--- src/rtl/cdc_xfer_arbiter.sv ---
// Round-robin arbiter feeding four coalescing channel buffers into a single slow-domain req/ack handshake.
// Grant lands two cycles after ch_req; ack is seen three cycles after it rises; a timeout or an ack is followed by a fixed low gap.
module cdc_xfer_arbiter #(
  parameter int TIMEOUT_CYCLES = 1024,
  parameter int GAP_CYCLES     = 64
) (
  input  logic         clk_fast,
  input  logic         reset_n,
  input  logic [3:0]   ch_req,
  input  logic [127:0] ch_data,
  output logic [3:0]   ch_done,
  output logic [3:0]   ch_pending,
  output logic         xfer_req,
  output logic [31:0]  xfer_data,
  input  logic         xfer_ack_async,
  output logic         timeout_err,
  output logic [1:0]   err_ch
);

  localparam int MAXC = (TIMEOUT_CYCLES > GAP_CYCLES) ? TIMEOUT_CYCLES : GAP_CYCLES;
  localparam int CW   = $clog2(MAXC + 1);
  localparam logic [CW-1:0] TO_LAST  = CW'(TIMEOUT_CYCLES - 1);
  localparam logic [CW-1:0] GAP_LAST = CW'(GAP_CYCLES - 1);

  typedef enum logic [1:0] {IDLE, REQ, GAP} state_t;

  state_t        state, state_nxt;
  logic [CW-1:0] cnt;
  logic [31:0]   buffer [4];
  logic [3:0]    pending;
  logic          sync1, sync2, sync3;
  logic          ack_rise;
  logic [1:0]    rr_ptr, rr_idx, grant_ch, cur_ch;
  logic          grant_vld;
  logic          do_grant, do_ack, do_tout;

  assign ch_pending = pending;

  // sync1/sync2 resolve metastability; sync3 turns the level into a single-cycle rise.
  always_ff @(posedge clk_fast or negedge reset_n) begin
    if (!reset_n) begin
      sync1 <= 1'b0;
      sync2 <= 1'b0;
      sync3 <= 1'b0;
    end else begin
      sync1 <= xfer_ack_async;
      sync2 <= sync1;
      sync3 <= sync2;
    end
  end

  assign ack_rise = sync2 & ~sync3;

  // Scan from the highest offset down so the nearest pending channel after rr_ptr wins.
  always_comb begin
    grant_vld = 1'b0;
    grant_ch  = rr_ptr;
    rr_idx    = rr_ptr;
    for (int j = 3; j >= 0; j--) begin
      rr_idx = rr_ptr + 2'(j);
      if (pending[rr_idx]) begin
        grant_vld = 1'b1;
        grant_ch  = rr_idx;
      end
    end
  end

  always_ff @(posedge clk_fast or negedge reset_n) begin
    if (!reset_n) begin
      state <= IDLE;
      cnt   <= '0;
    end else begin
      state <= state_nxt;
      if (state_nxt != state)
        cnt <= '0;
      else if (state != IDLE)
        cnt <= cnt + CW'(1);
    end
  end

  always_comb begin
    state_nxt = state;
    case (state)
      IDLE:    if (grant_vld) state_nxt = REQ;
      REQ:     if (ack_rise || cnt == TO_LAST) state_nxt = GAP;
      GAP:     if (cnt == GAP_LAST) state_nxt = IDLE;
      default: state_nxt = IDLE;
    endcase
  end

  always_comb begin
    do_grant = 1'b0;
    do_ack   = 1'b0;
    do_tout  = 1'b0;
    case (state)
      IDLE: do_grant = grant_vld;
      REQ: begin
        do_ack  = ack_rise;
        do_tout = !ack_rise && (cnt == TO_LAST);
      end
      default: ;
    endcase
  end

  always_ff @(posedge clk_fast or negedge reset_n) begin
    if (!reset_n) begin
      for (int i = 0; i < 4; i++) buffer[i] <= '0;
    end else begin
      for (int i = 0; i < 4; i++)
        if (ch_req[i]) buffer[i] <= ch_data[32*i +: 32];
    end
  end

  // A new ch_req always re-arms pending, even for the channel being granted this edge.
  always_ff @(posedge clk_fast or negedge reset_n) begin
    if (!reset_n) begin
      pending     <= '0;
      xfer_req    <= 1'b0;
      xfer_data   <= '0;
      cur_ch      <= '0;
      rr_ptr      <= '0;
      ch_done     <= '0;
      timeout_err <= 1'b0;
      err_ch      <= '0;
    end else begin
      pending     <= (pending & ~(do_grant ? (4'b0001 << grant_ch) : 4'b0000)) | ch_req;
      ch_done     <= do_ack ? (4'b0001 << cur_ch) : 4'b0000;
      timeout_err <= do_tout;
      if (do_tout) err_ch <= cur_ch;
      if (do_grant) begin
        xfer_req  <= 1'b1;
        xfer_data <= buffer[grant_ch];
        cur_ch    <= grant_ch;
        rr_ptr    <= grant_ch + 2'd1;
      end else if (do_ack || do_tout) begin
        xfer_req  <= 1'b0;
      end
    end
  end

endmodule

--- config.mk ---
export PLATFORM = sky130hd
export DESIGN_NAME = cdc_xfer_arbiter
export DESIGN_NICKNAME = d
export VERILOG_FILES = /design/src/rtl/cdc_xfer_arbiter.sv
export SDC_FILE = /design/constraint.sdc
export NUM_CORES = 1
export LEC_CHECK = 0
export BUFFER_PORTS_ARGS = -buffer_cell sky130_fd_sc_hd__buf_4
export CAP_MARGIN = 20
export CORE_ASPECT_RATIO = 1.75
export CORE_MARGIN = 3
export CORE_UTILIZATION = 55
export DETAILED_ROUTE_END_ITERATION = 12
export MAX_ROUTING_LAYER = met4
export PLACE_DENSITY_LB_ADDON = 0.08
export SLEW_MARGIN = 25
export SYNTH_ARGS = -nofsm -noshare
export SYNTH_HDL_FRONTEND = slang
export SYNTH_SLANG_ARGS = --single-unit
--- constraint.sdc ---
create_clock -name clk_fast -period 2.2 [get_ports clk_fast]
set_input_delay 0.11 -clock clk_fast [delete_from_list [all_inputs] [get_ports clk_fast]]
set_output_delay 0.11 -clock clk_fast [all_outputs]
set_load 0.1 [all_outputs]
==> results of run 1 <==
## synth_stat cells, types with 2 or more instances
cell,count
nor2_1,18
clkbuf_1,18
a211oi_1,2
o21ai_0,4
a21o_1,3
xnor2_1,2
o22ai_1,2
mux2_2,128
ha_1,5
xor2_1,6
dfrtp_1,192
a2111oi_0,2
inv_1,6
buf_12,5
nand3_1,3
buf_6,5
a21oi_1,7
a31oi_1,3
buf_2,5
mux2i_1,60
o221ai_2,15
nor4_1,3
nor2b_1,3
or3_1,2
nand2b_1,6
and3_1,5
and3b_1,2
nand2_1,57
o21ai_1,6
o221ai_1,15
## state kept, by name (all words and copies together), names as in the netlist
| signal | count |
|---|---|
| sync3 | 1 |
| err_ch | 2 |
| cnt | 11 |
| rr_ptr | 2 |
| cur_ch | 2 |
| state | 2 |
| sync1 | 1 |
| xfer_req | 1 |
| buffer | 128 |
| xfer_data | 32 |
| ch_done | 4 |
| sync2 | 1 |
| ch_pending | 4 |
| timeout_err | 1 |
## layout make-up
| cell class | count | area [um^2] |
|---|---|---|
| Clock buffer | 18 | 439.2 |
| Clock inverter | 14 | 142.6 |
| Fill cell | 876 | 3079 |
| Inverter | 7 | 33.78 |
| Multi-Input combinational cell | 373 | 3277 |
| Sequential cell | 192 | 4810 |
| Tap cell | 183 | 229.0 |
| Timing Repair Buffer | 326 | 2902 |
## cell families after synthesis
family / share of synthesized area (%)
AO/OA/AOI/OAI: 6.821
XOR/XNOR: 0.8377
adder cells (fa/ha/maj): 0.7479
buffers and inverters: 3.560
flip-flops: 57.44
multiplexers: 24.41
AND/OR/NAND/NOR: 6.178
## how the worst max path moves through the flow
stage               slack [ns]                   endpoint                     from
floorplan                 0.09    ch_pending[2]$_DFF_PN0_  ch_pending[2]$_DFF_PN0_
global placement          0.23  xfer_data[30]$_DFFE_PN0P_  ch_pending[2]$_DFF_PN0_
detailed placement        0.15  xfer_data[18]$_DFFE_PN0P_  ch_pending[1]$_DFF_PN0_
CTS                       0.10  xfer_data[18]$_DFFE_PN0P_  ch_pending[1]$_DFF_PN0_
global route              0.02  xfer_data[18]$_DFFE_PN0P_  ch_pending[1]$_DFF_PN0_
finish                    0.10  xfer_data[18]$_DFFE_PN0P_  ch_pending[1]$_DFF_PN0_
## timing repair
item | 4_1_cts | 5_1_grt
buffers inserted | 0 | 0
hold buffers | 130 | 0
resized for setup | 0 | 0
endpoints found under the hold margin | 211 | 0
## worst max-delay path: stages (launching register included)
cell	delay (ns)
dfrtp_2	0.47
nor3b_2	0.24
nor4_1	0.09
or3_2	0.71
buf_12	0.25
o221ai_1	0.22
## per-layer routing
layer  share of wire (%)  track usage [%]  vias to the layer above
met5                   0                -                        -
met4                 4.2            12.96                        0
met3                 3.6            4.237                       66
met2                  55            50.70                      192
met1                  37            30.92                     3160
li1                    -                -                     2806
## power by group through the flow
stage	registers, mW	clock network [mW]	logic, mW
after CTS	4.71	3.11	7.98
after floorplan	7.01	0	3.75
final	4.72	3.07	7.98
after global routing	4.80	3.25	8.37
after global placement	4.74	0	7.63
after detailed placement	4.76	0	7.78
## metrics by stage
stage,setup WS (ns),hold slack [ns],total power [mW]
global route,0.01718,0.1733,16.42
global placement,0.2260,0.03215,12.37
floorplan,0.08527,-0.1856,10.76
finish,0.1040,0.1432,15.76
CTS,0.1006,0.1420,15.80
detailed placement,0.1452,0.02881,12.54
==> flow_summary_export.csv, run 1 <==
group,metric,value,unit
timing,hold_viol,0,
floorplan,die_h,169.1,um
worst_setup_path,critPathKind,"flip-flop to flip-flop",
logic_synthesis,yosys.area.top_type,"dfrtp_1",
clock_tree,clockBufferDepth,2,
timing,maxSlewViolCount,0,
worst_setup_path,cp_max_fo,15,
logic_synthesis,async_flop_share,100.0,%
logic_synthesis,avgSynthCellArea,13.80,um^2
floorplan,core,14910,um^2
logic_synthesis,synthDistinctLibCells,46,
logic_synthesis,synth_cells,606,
timing,layout_min_cycle_time,2.096,ns
drt,vias,6224,
timing,clock.fmax,477.1,MHz
global_routing,grt_use_total,28.45,%
clock_tree,cts_buffers,17,
drt,drtIter0Drc,234,
worst_setup_path,cp-end-kind,"flip-flop",
drt,ant_nets,0,
clock_tree,cts-root-buf,"clkbuf_16",
logic_synthesis,ys_warn_count,0,
worst_setup_path,r2r_slack,0.10,ns
worst_setup_path,worstPathArrival,2.43,ns
power_and_ir_drop,internal_power,8.665,mW
global_routing,grt_pass1_vias,6984,
floorplan,die_area,16780,um^2
logic_synthesis,synth_edf_count,0,
final_layout,final_core_util,79.35,%
power_and_ir_drop,power.leakage,5.421,nW
global_routing,grt_pass1_wl,35870,um
global_routing,grt_max_degree,77,
worst_setup_path,start_kind,"flip-flop",
final_layout,nets,1057,
floorplan,die_w,99.22,um
timing,finalSetupViolCount,0,
power_and_ir_drop,sw_frac_of_total,45.03,%
placement,place_congestion,0.8350,
worst_setup_path,regToRegEndpoint,"xfer_data[18]$_DFFE_PN0P_",
worst_setup_path,required,2.53,ns
drt,drc,0,
floorplan,initial_utilization,56.09,%
drt,viasPerCell,5.592,
logic_synthesis,synthTopCellsByArea,"dfrtp_1 (57%), mux2_2 (17%), mux2i_1 (7.2%)",
status,status,"complete, no violations",
global_routing,antenna_found_initial,0,
timing,tns,0,ns
clock_tree,cts_sinks,192,
global_routing,grt_remaining_overflow,0,
logic_synthesis,yosysSeqAreaShare,57.44,%
logic_synthesis,yosys.area.top_type_share,57.44,%
logic_synthesis,ys.flop_type,"dfrtp_1",
placement,hpwl,13880,um
power_and_ir_drop,seqPwrFrac,30.0,%
hold_path,worstHoldPathType,"primary input to async pin",
power_and_ir_drop,combPwrFrac,50.6,%
placement,numPortBuffers,178,
timing,relSlewSlack,60.95,%
final_layout,final_cell_mix,"dfrtp_1 (188), buf_4 (185), dlygate4sd3_1 (130), mux2_2 (128), mux2i_1 (60)",
drt,wl_per_cell,20.29,um
timing,grt_setup_unrepaired,"no",
timing,skew,0.01465,ns
power_and_ir_drop,p_sw,7.098,mW
timing,timing.final.crit_share,95.27,%
floorplan,io_pins,179,
worst_setup_path,r2r-start,"ch_pending[1]$_DFF_PN0_",
floorplan,rows,59,
clock_tree,cts_tree,"yes",
final_layout,drive_gt1_share,41.18,%
drt,firstDrtPassIters,4,
final_layout,antenna_cells,0,
worst_setup_path,reg2reg_depth,5,
placement,place_area,9950,um^2
drt,routed_wl,22590,um
placement,placed_cells,951,
power_and_ir_drop,power.density,1332,nW/um^2
final_layout,stdcell_count,1113,
logic_synthesis,netlist_area,8364,um^2
logic_synthesis,ys_ff_latch,192,
clock_tree,clk_latency,0.43,ns
clock_tree,h-tree-depth,4,
logic_synthesis,syn_nets,746,
final_layout,final_cell_area,11830,um^2
final_layout,syn_to_final_growth,41.47,%
flow_run,drv_cap,0,
clock_tree,clkTransAtPathRegs,0.08,ns
timing,worstMarginPinSlew,0.5819,ns
final_layout,final_common_cell,"dfrtp_1",
power_and_ir_drop,clockPowerShare,19.4,%
power_and_ir_drop,ir_drop,934.3,uV
(Power assumes the default switching activity.)
==> run 2, diff against run 1 <==
--- a/config.mk
+++ b/config.mk
@@ -13,6 +13,7 @@
 export DETAILED_ROUTE_END_ITERATION = 12
 export MAX_ROUTING_LAYER = met4
 export PLACE_DENSITY_LB_ADDON = 0.08
+export RECOVER_POWER = 50
 export SLEW_MARGIN = 25
 export SYNTH_ARGS = -nofsm -noshare
 export SYNTH_HDL_FRONTEND = slang
==> constraint.sdc (replaced) <==
create_clock -name clk_fast -period 1.96 [get_ports clk_fast]
set_input_delay 0.098 -clock clk_fast [delete_from_list [all_inputs] [get_ports clk_fast]]
set_output_delay 0.098 -clock clk_fast [all_outputs]
set_load 0.1 [all_outputs]
==> run 2 against run 1 <==
Effect of this change: largest power group unchanged; clock-buffer cell count unchanged; clock skew about the same; critical endpoint is now xfer_data[30]$_DFFE_PN0P_; cell area up 4.0%; sequential cell count unchanged; critical path type unchanged; core utilization up 3.2 points; sequential share of layout area down 1.5 points; sequential power up 13%; the run now ends with negative setup slack left.
==> flow_summary_export.csv, run 2 (synthesis results as in run 1) <==
group,metric,value,unit
power_and_ir_drop,power.leakage,5.553,nW
timing,tns,-0.03729,ns
flow_run,drv_cap,0,
drt,vias,6344,
drt,routed_wl,23320,um
global_routing,grt_remaining_overflow,0,
power_and_ir_drop,power.density,1542,nW/um^2
global_routing,grt_pass1_wl,36200,um
worst_setup_path,start_kind,"flip-flop",
final_layout,final_cell_area,12300,um^2
global_routing,antenna_found_initial,0,
clock_tree,cts_tree,"yes",
drt,viasPerCell,5.614,
clock_tree,clockBufferDepth,2,
floorplan,io_pins,179,
final_layout,final_common_cell,"buf_4",
status,status,"complete, but fails checks",
status,violations,"negative setup slack",
final_layout,antenna_cells,0,
floorplan,rows,59,
clock_tree,clk_latency,0.43,ns
final_layout,final_cell_mix,"buf_4 (198), dfrtp_1 (188), dlygate4sd3_1 (130), mux2_2 (128), nand2_1 (57)",
global_routing,grt_pass1_vias,6938,
placement,place_congestion,0.8829,
worst_setup_path,worstPathArrival,2.28,ns
hold_path,worstHoldPathType,"primary input to flip-flop",
timing,finalSetupViolCount,3,
drt,wl_per_cell,20.63,um
drt,drc,0,
worst_setup_path,required,2.25,ns
hold_path,hp-start,"ch_req[2]",
placement,place_area,10080,um^2
global_routing,grt_use_total,28.81,%
worst_setup_path,regToRegEndpoint,"xfer_data[30]$_DFFE_PN0P_",
power_and_ir_drop,ir_drop,1055,uV
final_layout,syn_to_final_growth,47.09,%
worst_setup_path,cp-end-kind,"flip-flop",
worst_setup_path,cp_max_fo,8,
drt,drtIter0Drc,246,
floorplan,die_h,169.1,um
clock_tree,cts_buffers,17,
floorplan,core,14910,um^2
clock_tree,cts_sinks,192,
final_layout,largest_register_ffs,128,
timing,clock.fmax,504.1,MHz
drt,ant_nets,0,
final_layout,drive_gt1_share,45.51,%
floorplan,die_area,16780,um^2
worst_setup_path,r2r-start,"ch_pending[2]$_DFF_PN0_",
timing,setup_slack,-0.02390,ns
timing,layout_min_cycle_time,1.984,ns
clock_tree,h-tree-depth,4,
hold_path,holdPathStages,2,
floorplan,die_w,99.22,um
placement,numPortBuffers,178,
hold_path,worstHoldEndpoint,"ch_pending[2]$_DFF_PN0_",
timing,relSlewSlack,10.29,%
worst_setup_path,reg2reg_depth,8,
final_layout,largestRegisters,"buffer x128, xfer_data x32, cnt x11",
timing,hold_viol,0,
timing,finalHoldWorstSlack,0.2210,ns
timing,maxSlewViolCount,0,
placement,hpwl,14230,um
timing,timing.final.crit_share,101.2,%
final_layout,largest_register,"buffer",
clock_tree,cts-root-buf,"clkbuf_16",
timing,grt_setup_unrepaired,"yes",
timing,skew,0.01453,ns
global_routing,grt_max_degree,48,
final_layout,fillCellCount,788,
floorplan,initial_utilization,56.09,%
worst_setup_path,critPathKind,"flip-flop to flip-flop",
drt,firstDrtPassIters,4,
final_layout,nets,1075,
timing,worstMarginPinSlew,1.346,ns
clock_tree,clkTransAtPathRegs,0.07,ns
worst_setup_path,r2r_slack,-0.02,ns
==> run 2: worst max-delay path by stage <==
stage                            start                         to  slack, ns
4_1_cts        ch_pending[1]$_DFF_PN0_  xfer_data[13]$_DFFE_PN0P_      0.007
2_1_floorplan  ch_pending[2]$_DFF_PN0_    ch_pending[1]$_DFF_PN0_      -0.02
3_3_place_gp   ch_pending[0]$_DFF_PN0_  xfer_data[19]$_DFFE_PN0P_      0.001
3_5_place_dp   ch_pending[2]$_DFF_PN0_  xfer_data[29]$_DFFE_PN0P_      -0.16
5_1_grt        ch_pending[2]$_DFF_PN0_  xfer_data[30]$_DFFE_PN0P_      -0.08
6_report       ch_pending[2]$_DFF_PN0_  xfer_data[30]$_DFFE_PN0P_      -0.02
==> run 2: layout make-up <==
class | instances | area [um^2] | share of cell area [%]
inverter | 7 | 38.79 | 0.3153
timing repair buffer | 344 | 3075 | 25.00
clock inverter | 13 | 120.1 | 0.9763
multi-input combinational | 373 | 3581 | 29.11
sequential | 192 | 4820 | 39.17
clock buffer | 18 | 439.2 | 3.570
tap | 183 | 229.0 | 1.861
==> run 2: metal layers <==
layer	part of all wire (%)	GRT usage, %
met4	2.6	10.58
met3	4.8	5.101
met1	37	32.66
met5	0	-
met2	56	50.61
==> run 2: timing repair <==
action	CTS	global route
endpoints found under the setup margin	18	32
hold buffers	130	0
endpoints found under the hold margin	172	0
gates cloned	0	1
gates resized for setup	4	43
setup buffers	0	4
pin swaps	0	8
==> run 2: through the flow <==
stage / setup slack [ns] / instances / power (mW) / util, %
2_1_floorplan: -0.01564 / 606 / 12.16 / -
3_3_place_gp: 0.001439 / 964 / 14.15 / 67.61
5_1_grt: -0.08281 / 1130 / 19.71 / 82.51
6_report: -0.02390 / 1130 / 18.97 / 82.51
4_1_cts: 0.006580 / 1125 / 17.90 / 80.17
3_5_place_dp: -0.1615 / 964 / 14.33 / 67.61
==> run 2: power breakdown <==
| group | switching, mW | internal [mW] |
|---|---|---|
| registers | 0.595 | 4.74 |
| clock network | 1.63 | 1.71 |
| logic | 6.38 | 3.92 |
| total | 8.60 | 10.4 |
==> run 2: worst max-delay path, cell delays in order, from the launching register on <==
cell      delay [ns]
dfrtp_4         0.50
nor3b_4         0.16
buf_4           0.14
nor4_4          0.34
buf_4           0.19
o21ai_4         0.06
buf_12          0.17
o22ai_1         0.18
a211oi_1        0.10
